**src/rtl/count_compare_pkg.sv**
```systemverilog
// Shared definitions for count_compare: FSM state encodings, match-mode
// constants (same spellings the upstream counter uses) and a small helper.
package count_compare_pkg;

   typedef enum logic [1:0] {
      ST_IDLE  = 2'd0,
      ST_ARMED = 2'd1,
      ST_FIRE  = 2'd2,
      ST_HOLD  = 2'd3
   } state_t;

   localparam MM_EQ = "EQ";
   localparam MM_GE = "GE";
   localparam MM_LE = "LE";

   function automatic int max_i(input int a, input int b);
      return (a > b) ? a : b;
   endfunction

endpackage

```
**src/rtl/count_match.sv**
```systemverilog
// Combinational unsigned comparator between the counter value and the armed
// threshold; the relation is fixed at elaboration by MATCH_MODE.
module count_match
   import count_compare_pkg::*;
#(
   parameter int DATA_WIDTH = 8,
   parameter     MATCH_MODE = MM_EQ
) (
   input  logic [DATA_WIDTH-1:0] count,
   input  logic [DATA_WIDTH-1:0] thr,
   output logic                  hit
);

   generate
      if (MATCH_MODE == MM_GE) begin : g_ge
         // up-counters with STEP>1 may jump over thr
         assign hit = (count >= thr);
      end else if (MATCH_MODE == MM_LE) begin : g_le
         // down-counters with STEP>1 may jump over thr
         assign hit = (count <= thr);
      end else begin : g_eq
         assign hit = (count == thr);
      end
   endgenerate

endmodule

```
**src/rtl/count_compare.sv**
```systemverilog
// count_compare: watches a counter value and, once armed, fires a registered
// pulse of PULSE_WIDTH cycles on a match, optionally holds off, then re-arms
// or idles. Keeps a saturating count of fired events.
// Build option: COUNT_COMPARE_CAPTURE_EN adds output cap, the count value
// captured on each ARMED->FIRE edge.
module count_compare
   import count_compare_pkg::*;
#(
   parameter     ARCHITECTURE    = "BEHAVIORAL",
   parameter int DATA_WIDTH      = 8,
   parameter     MATCH_MODE      = MM_EQ,
   parameter int PULSE_WIDTH     = 1,
   parameter int HOLDOFF         = 4,
   parameter int REARM           = 1,
   parameter int EVENT_CNT_WIDTH = 16
) (
   input  logic                       clk,
   input  logic                       rst,
   input  logic                       en,
   input  logic [DATA_WIDTH-1:0]      count,
   input  logic [DATA_WIDTH-1:0]      thresh,
   input  logic                       arm,
   output logic                       o,
   output logic                       busy,
   output logic [EVENT_CNT_WIDTH-1:0] events
`ifdef COUNT_COMPARE_CAPTURE_EN
   ,
   output logic [DATA_WIDTH-1:0]      cap
`endif
);

   // PULSE_WIDTH=0 behaves as 1; using the effective width here also keeps
   // the timer at least one bit wide when both widths are zero.
   localparam int PW_EFF = (PULSE_WIDTH < 1) ? 1 : PULSE_WIDTH;
   localparam int CW     = $clog2(max_i(PW_EFF, HOLDOFF) + 1);
   localparam logic [CW-1:0] PW_LD = CW'(PW_EFF - 1);
   localparam logic [CW-1:0] HO_LD = CW'((HOLDOFF > 0) ? HOLDOFF - 1 : 0);
   localparam bit IMPL    = (ARCHITECTURE == "BEHAVIORAL");
   localparam bit HAS_HO  = (HOLDOFF > 0);
   localparam bit DO_REARM = (REARM != 0);

   state_t                state, state_nxt;
   logic [CW-1:0]         tmr, tmr_nxt;
   logic [DATA_WIDTH-1:0] thr;
   logic                  hit;
   logic                  fire_start, o_nxt, busy_nxt;

   count_match #(
      .DATA_WIDTH (DATA_WIDTH),
      .MATCH_MODE (MATCH_MODE)
   ) u_match (
      .count (count),
      .thr   (thr),
      .hit   (hit)
   );

   // State, timer, registered outputs, threshold latch and event counter
   always_ff @(posedge clk) begin
      if (rst) begin
         state  <= ST_IDLE;
         tmr    <= '0;
         o      <= 1'b0;
         busy   <= 1'b0;
         thr    <= '0;
         events <= '0;
      end else begin
         state <= state_nxt;
         tmr   <= tmr_nxt;
         o     <= o_nxt;
         busy  <= busy_nxt;
         if (state == ST_IDLE && state_nxt == ST_ARMED)
            thr <= thresh;
         if (fire_start && events != {EVENT_CNT_WIDTH{1'b1}})
            events <= events + 1'b1;
      end
   end

   // Next state; tmr counts remaining cycles of the current FIRE/HOLD phase
   always_comb begin
      state_nxt = state;
      tmr_nxt   = tmr;
      case (state)
         ST_IDLE:  if (arm) state_nxt = ST_ARMED;
         ST_ARMED: if (en && hit) begin
                      state_nxt = ST_FIRE;
                      tmr_nxt   = PW_LD;
                   end
         ST_FIRE:  if (tmr == '0) begin
                      if (HAS_HO) begin
                         state_nxt = ST_HOLD;
                         tmr_nxt   = HO_LD;
                      end else begin
                         state_nxt = DO_REARM ? ST_ARMED : ST_IDLE;
                      end
                   end else begin
                      tmr_nxt = tmr - 1'b1;
                   end
         ST_HOLD:  if (tmr == '0) state_nxt = DO_REARM ? ST_ARMED : ST_IDLE;
                   else           tmr_nxt   = tmr - 1'b1;
         default:  state_nxt = ST_IDLE;
      endcase
      // unimplemented architectures stay parked in reset state
      if (!IMPL) begin
         state_nxt = ST_IDLE;
         tmr_nxt   = '0;
      end
   end

   // Output decode from next state so o and busy register alongside state
   always_comb begin
      fire_start = (state == ST_ARMED) && (state_nxt == ST_FIRE);
      o_nxt      = (state_nxt == ST_FIRE);
      busy_nxt   = (state_nxt != ST_IDLE);
   end

`ifdef COUNT_COMPARE_CAPTURE_EN
   // Capture the counter value that triggered the most recent event
   always_ff @(posedge clk) begin
      if (rst)             cap <= '0;
      else if (fire_start) cap <= count;
   end
`else
   // no capture register in this build
`endif

endmodule
```
**config.mk**
```make
export PLATFORM = sky130hd
export DESIGN_NAME = count_compare
export DESIGN_NICKNAME = d
export VERILOG_FILES = /design/src/rtl/count_compare_pkg.sv /design/src/rtl/count_match.sv /design/src/rtl/count_compare.sv
export SDC_FILE = /design/constraint.sdc
export NUM_CORES = 1
export LEC_CHECK = 0
export ABC_AREA = 0
export CAP_MARGIN = 20
export CORE_MARGIN = 4
export CORE_UTILIZATION = 45
export DETAILED_ROUTE_END_ITERATION = 10
export GPL_ROUTABILITY_DRIVEN = 0
export MAX_ROUTING_LAYER = met4
export PLACE_DENSITY = 0.74
export SYNTH_ARGS = -nofsm -noshare
export SYNTH_HDL_FRONTEND = slang
export SYNTH_HIERARCHICAL = 1
export SYNTH_SLANG_ARGS = --single-unit
```
**constraint.sdc**
```tcl
create_clock -name clk -period 2.5 [get_ports clk]
set_clock_uncertainty 0.2 [all_clocks]
set_input_delay 0.5 -clock clk [delete_from_list [all_inputs] [get_ports clk]]
set_output_delay 0.5 -clock clk [all_outputs]
set_load 0.01 [all_outputs]
```
* Yosys cells after proc, flatten, opt, wreduce, memory -nomap -nowiden
Cells that the tools add are included.
** Operators by class
- $add $sub $neg :: 2
- Equality and inequality tests :: 9
- Muxes and demuxes :: 9
- Reduce and logical (&&, ||, !) cells :: 9
** Operator list (number)
- $add A16 B1 Y16 const B :: 1
- $ne A16 B16 Y1 const B :: 1
- $mux W3 :: 3
- $pmux W3 S3 :: 1
- $eq A8 B8 Y1 :: 1
- $mux W2 :: 4
- $pmux W2 S4 :: 1
- $eq A2 B2 Y1 const B :: 3
- $eq A2 B1 Y1 const B :: 2
- $logic_and A1 B1 Y1 :: 4
- $ne A2 B2 Y1 const B :: 2
- $logic_not A3 Y1 :: 1
- $reduce_and A3 Y1 :: 1
- $reduce_bool A3 Y1 :: 1
- $sub A3 B1 Y3 const B :: 1
- $logic_not A2 Y1 :: 1
- $reduce_bool A2 Y1 :: 1
** Word-level totals
- Bits in registers :: 31
- Bits of input ports :: 20
- Output and inout port bits :: 18

* Longest topological paths before layout
Gate-level depths: netlist of the first run.
- Word-level depth :: 7
- Mapped depth :: 8
- Gate-level depth less buffers :: 7

* Modules after synthesis
The synthesis of the first run kept the hierarchy.
** By module, submodules not included
- count_compare :: instances 1, cells each 178, area each 1475.2 µm², sequential area each 620.6 µm²
- count_match :: instances 1, cells each 11, area each 86.3 µm², sequential area each 0.0 µm²

* Worst setup path after synthesis of the first run
OpenSTA, ideal clock, no wires.
- Kind :: input port to flip-flop
- Start point :: input count[2]
- End point :: register events[7]
- Data arrival time :: 2028 ps
- Required time :: 2230 ps
- Setup slack :: 201 ps
- Stages on the path :: 8
- Path through :: xnor2_1 -> nand4_1 -> nor2_1 -> and4b_1 -> buf_4 -> nand4_4 -> or4_2 -> a21oi_1
** On the way
- Word-level cells in the longest chain between the ends :: 7
** RTL lines
- start: declaration :: RTL line count_compare.sv:20 : input logic [DATA_WIDTH-1:0] count,
- $eq A8 B8 Y1 :: RTL line count_match.sv:22 : assign hit = (count == thr);
- named net hit :: RTL line count_compare.sv:45 : logic hit;
- $logic_and A1 B1 Y1 :: RTL line count_compare.sv:84 : ST_ARMED: if (en && hit) begin
- $mux W2 :: RTL line count_compare.sv:84
- $pmux W2 S4 :: RTL line count_compare.sv:82 : case (state)
- $eq A2 B2 Y1 :: RTL line count_compare.sv:111 : fire_start = (state == ST_ARMED) && (state_nxt == ST_FIRE);
- $logic_and A1 B1 Y1 :: RTL line count_compare.sv:111
- $logic_and A1 B1 Y1 :: RTL line count_compare.sv:73 : if (fire_start && events != {EVENT_CNT_WIDTH{1'b1}})
- end signal: assignment :: RTL line count_compare.sv:74 : events <= events + 1'b1;
- end: declaration :: RTL line count_compare.sv:25 : output logic [EVENT_CNT_WIDTH-1:0] events
The timed path passes the listed nets, and every way through them passes these cells.
A chain may end at the register's enable or synchronous reset.

* Worst setup path after layout of the first run
- Start point :: input count[5]
- End point :: register events[9]
Same word-level chain as after synthesis.

==> flow_summary.ini, run 1 <==
[critical_path]
required_ps = 2550
cpLargestDelayFamily = simple AND/OR/NAND/NOR gates
endpoint_kind = register
slowest_stage = or4_1
worst-r2r-cell-count = 8
arrival_ps = 2270
cp_num_cells = 9
start_kind = primary input
crit_fanout = 4
cp-startpoint = count[5]
critical_path_buf_inv_count = 2
reg2reg_from = thr[5]$_SDFFE_PP0P_
worstPathCellList = dlymetal6s2s_1 > xnor2_1 > nand4_1 > nor2_2 > and4b_2 > nand4_4 > buf_6 > or4_1 > a21oi_1
critPathKind = primary input to register
regToRegSetupSlack_ps = 290
slowest_delay_ps = 460
r2r-end = events[9]$_SDFFE_PP0P_

[sta]
whs_ps = 271
period_minus_slack_ps = 2220
final_hold_viol_count = 0
post-route-period-util = 0.888
setup_viol = 0
worst_pin_slew_ps = 463
finalMaxSlewViolations = 0
rsz0062_at_grt = no
relSlewSlack = 0.689
finalSetupTns_ps = 0
fmax_mhz = 451

[synthesis]
syn_inst = 189
ys_async_sr_fraction = 0
synth-edff-count = 0
synth_ff_type = dfxtp_1
yosysTopAreaCellShare = 0.397
synthTopCellsByArea = dfxtp_1 40%, a21oi_1 8.0%, nand2_1 6.0%
avgSynthCellArea_sq_um = 8.26
post_synth_num_cell_types = 35
synth_seq_cells = 31
ys_seq_area_frac = 0.397
yosysWarnings = 6
syn-cell-area_sq_um = 1560
synth_nets = 212
synth_top_area_cell = dfxtp_1

[worst_hold_path]
hold_end = thr[0]$_SDFFE_PP0P_
min-delay-start = thr[0]$_SDFFE_PP0P_
hold_path.class = register to register
min_path_cells = 2

[grt]
grt_antenna_before_repair = 0
overflow = 0
grt_max_degree = 16
grt_pass1_vias = 1403
grt_pass1_wl_microns = 6100
grt_usage = 0.179

[pwr]
peakVddDrop_uv = 249
p_leak_uw = 0.000807
power.total_uw = 853
powerDensity_nw_per_um2 = 394
p_sw_uw = 200
seq_power_share = 0.601
cellInternalPower_uw = 654
pwr-share-clk = 0.298
p_sw_frac = 0.234
combinationalPowerShare = 0.101

[clock_tree]
cts_root_buffer = clkbuf_4
hold_buffers = 0
clock-sinks = 31
clk_pin_slew_ps = 80
clk-insertion-delay-late_ps = 320
numCtsBuffers = 5
cts_buffer_depth = 2
ctsHtreeMaxLevel = 2
cts_tree = yes

[die]
fp-row-count = 21
initial_core_util = 0.468
dieWidth_microns = 66.9
fp.dieArea_sq_um = 4480
io_pins = 38
core_sq_um = 3340
die_y_microns = 66.9

[layout]
layout.area.seq_sq_um = 621
nets = 263
area_delta_synth_final_pct = 38.8
final_cell_mix = 31 x dfxtp_1, 29 x clkdlybuf4s50_1, 25 x nand2_1
post-route-util = 0.649
postLayoutCellArea_sq_um = 2170
num_antenna_cells = 0
mostFrequentLayoutCell = dfxtp_1
multiInputGateArea_sq_um = 907
drive_above_1_share = 0.159
fillers = 305

[routing]
routed_via_density = 5.32
first_pass_iters = 4
drt-initial-drc-count = 104
wl_per_cell_microns = 12.8
ant_nets = 0
route.detailed.drc = 0
vias = 1517
finalWirelength_microns = 3650

[outcome]
status = complete, no violations

[job]
maxCapViolCount = 0

[placed_design]
dpl-instance-area_sq_um = 2060
io_buffers = 37
dp_hpwl_microns = 2700
-- Yosys cell counts, drive strengths merged (3+ instances only) --
master  number
a21oi       25
and2         3
buf          4
clkbuf       4
dfxtp       31
ha           3
inv          8
nand2       25
nand3        6
nand4        8
nor2         9
nor2b        3
nor3         4
nor4         4
o21ai        9
o31ai        7
or3          5
or4          7
xnor2        9
-- registers in the layout, summed over array words and instances (netlist names) --
signal,count
busy,1
thr,8
state,2
tmr,3
events,16
o,1
-- cells by family (layout without fill, tap and decap cells) --
group	Yosys count	after routing	synth area share
mux	2	2	0.0144
flops	31	31	0.397
xor+xnor	9	9	0.0505
simple gates	82	82	0.301
buf+inv	16	66	0.0441
fa+ha+maj	3	3	0.0240
compound gates	46	46	0.168
-- cell type report --
type,count,share of cell area
multi-input cells,142,0.419
flip-flops and latches,31,0.286
repair buffers,52,0.236
well taps,46,0.0266
clock buffers,6,0.0191
inverters,8,0.0139
-- metrics by stage --
step           worst slack [ps]  std cells
3_5_place_dp               -421        278
3_3_place_gp               -340        278
2_1_floorplan               201        189
6_report                    281        285
5_1_grt                     158        285
4_1_cts                   0.542        284
-- per-layer routing --
| metal | global-route usage | wire length [microns] |
|---|---|---|
| met5 | - | 0 |
| met4 | 0.0835 | 79 |
| met3 | 0.0405 | 184 |
| met2 | 0.270 | 1640 |
| met1 | 0.226 | 1750 |
-- power by group through the flow --
stage | registers, uW | logic, uW | clock network [uW]
3_5_place_dp | 524 | 85.9 | 0
4_1_cts | 513 | 86.6 | 264
3_3_place_gp | 524 | 85.2 | 0
2_1_floorplan | 521 | 44.1 | 0
6_report | 513 | 86.1 | 254
5_1_grt | 514 | 96.4 | 280
-- how the worst max path moves through the flow --
stage,end
2_1_floorplan,events[7]$_SDFFE_PP0P_
3_3_place_gp,events[13]$_SDFFE_PP0P_
3_5_place_dp,events[11]$_SDFFE_PP0P_
4_1_cts,events[13]$_SDFFE_PP0P_
5_1_grt,events[9]$_SDFFE_PP0P_
6_report,events[9]$_SDFFE_PP0P_
-- worst min-delay path, delay by kind of cell, from the launching register on --
family	cells	cell delay (ps)
and+or+nand+nor	1	50
DFF	1	320
AOI/OAI and AO/OA	1	50
-- repair_timing --
| action | in CTS | in global routing |
|---|---|---|
| resized for setup | 2 | 16 |
| pin swaps | 0 | 13 |
| setup endpoints to repair | 6 | 10 |
| buffers inserted | 0 | 1 |
Power figures use the tool's default switching activity.
==> run 2: changes to the inputs <==
--- a/config.mk
+++ b/config.mk
@@ -13,6 +13,7 @@
 export GPL_ROUTABILITY_DRIVEN = 0
 export MAX_ROUTING_LAYER = met4
 export PLACE_DENSITY = 0.74
+export SLEW_MARGIN = 40
 export SYNTH_ARGS = -nofsm -noshare
 export SYNTH_HDL_FRONTEND = slang
 export SYNTH_HIERARCHICAL = 1
==> results of run 2 <==
The final DEF is identical to that of run 1; final timing and power are the same.
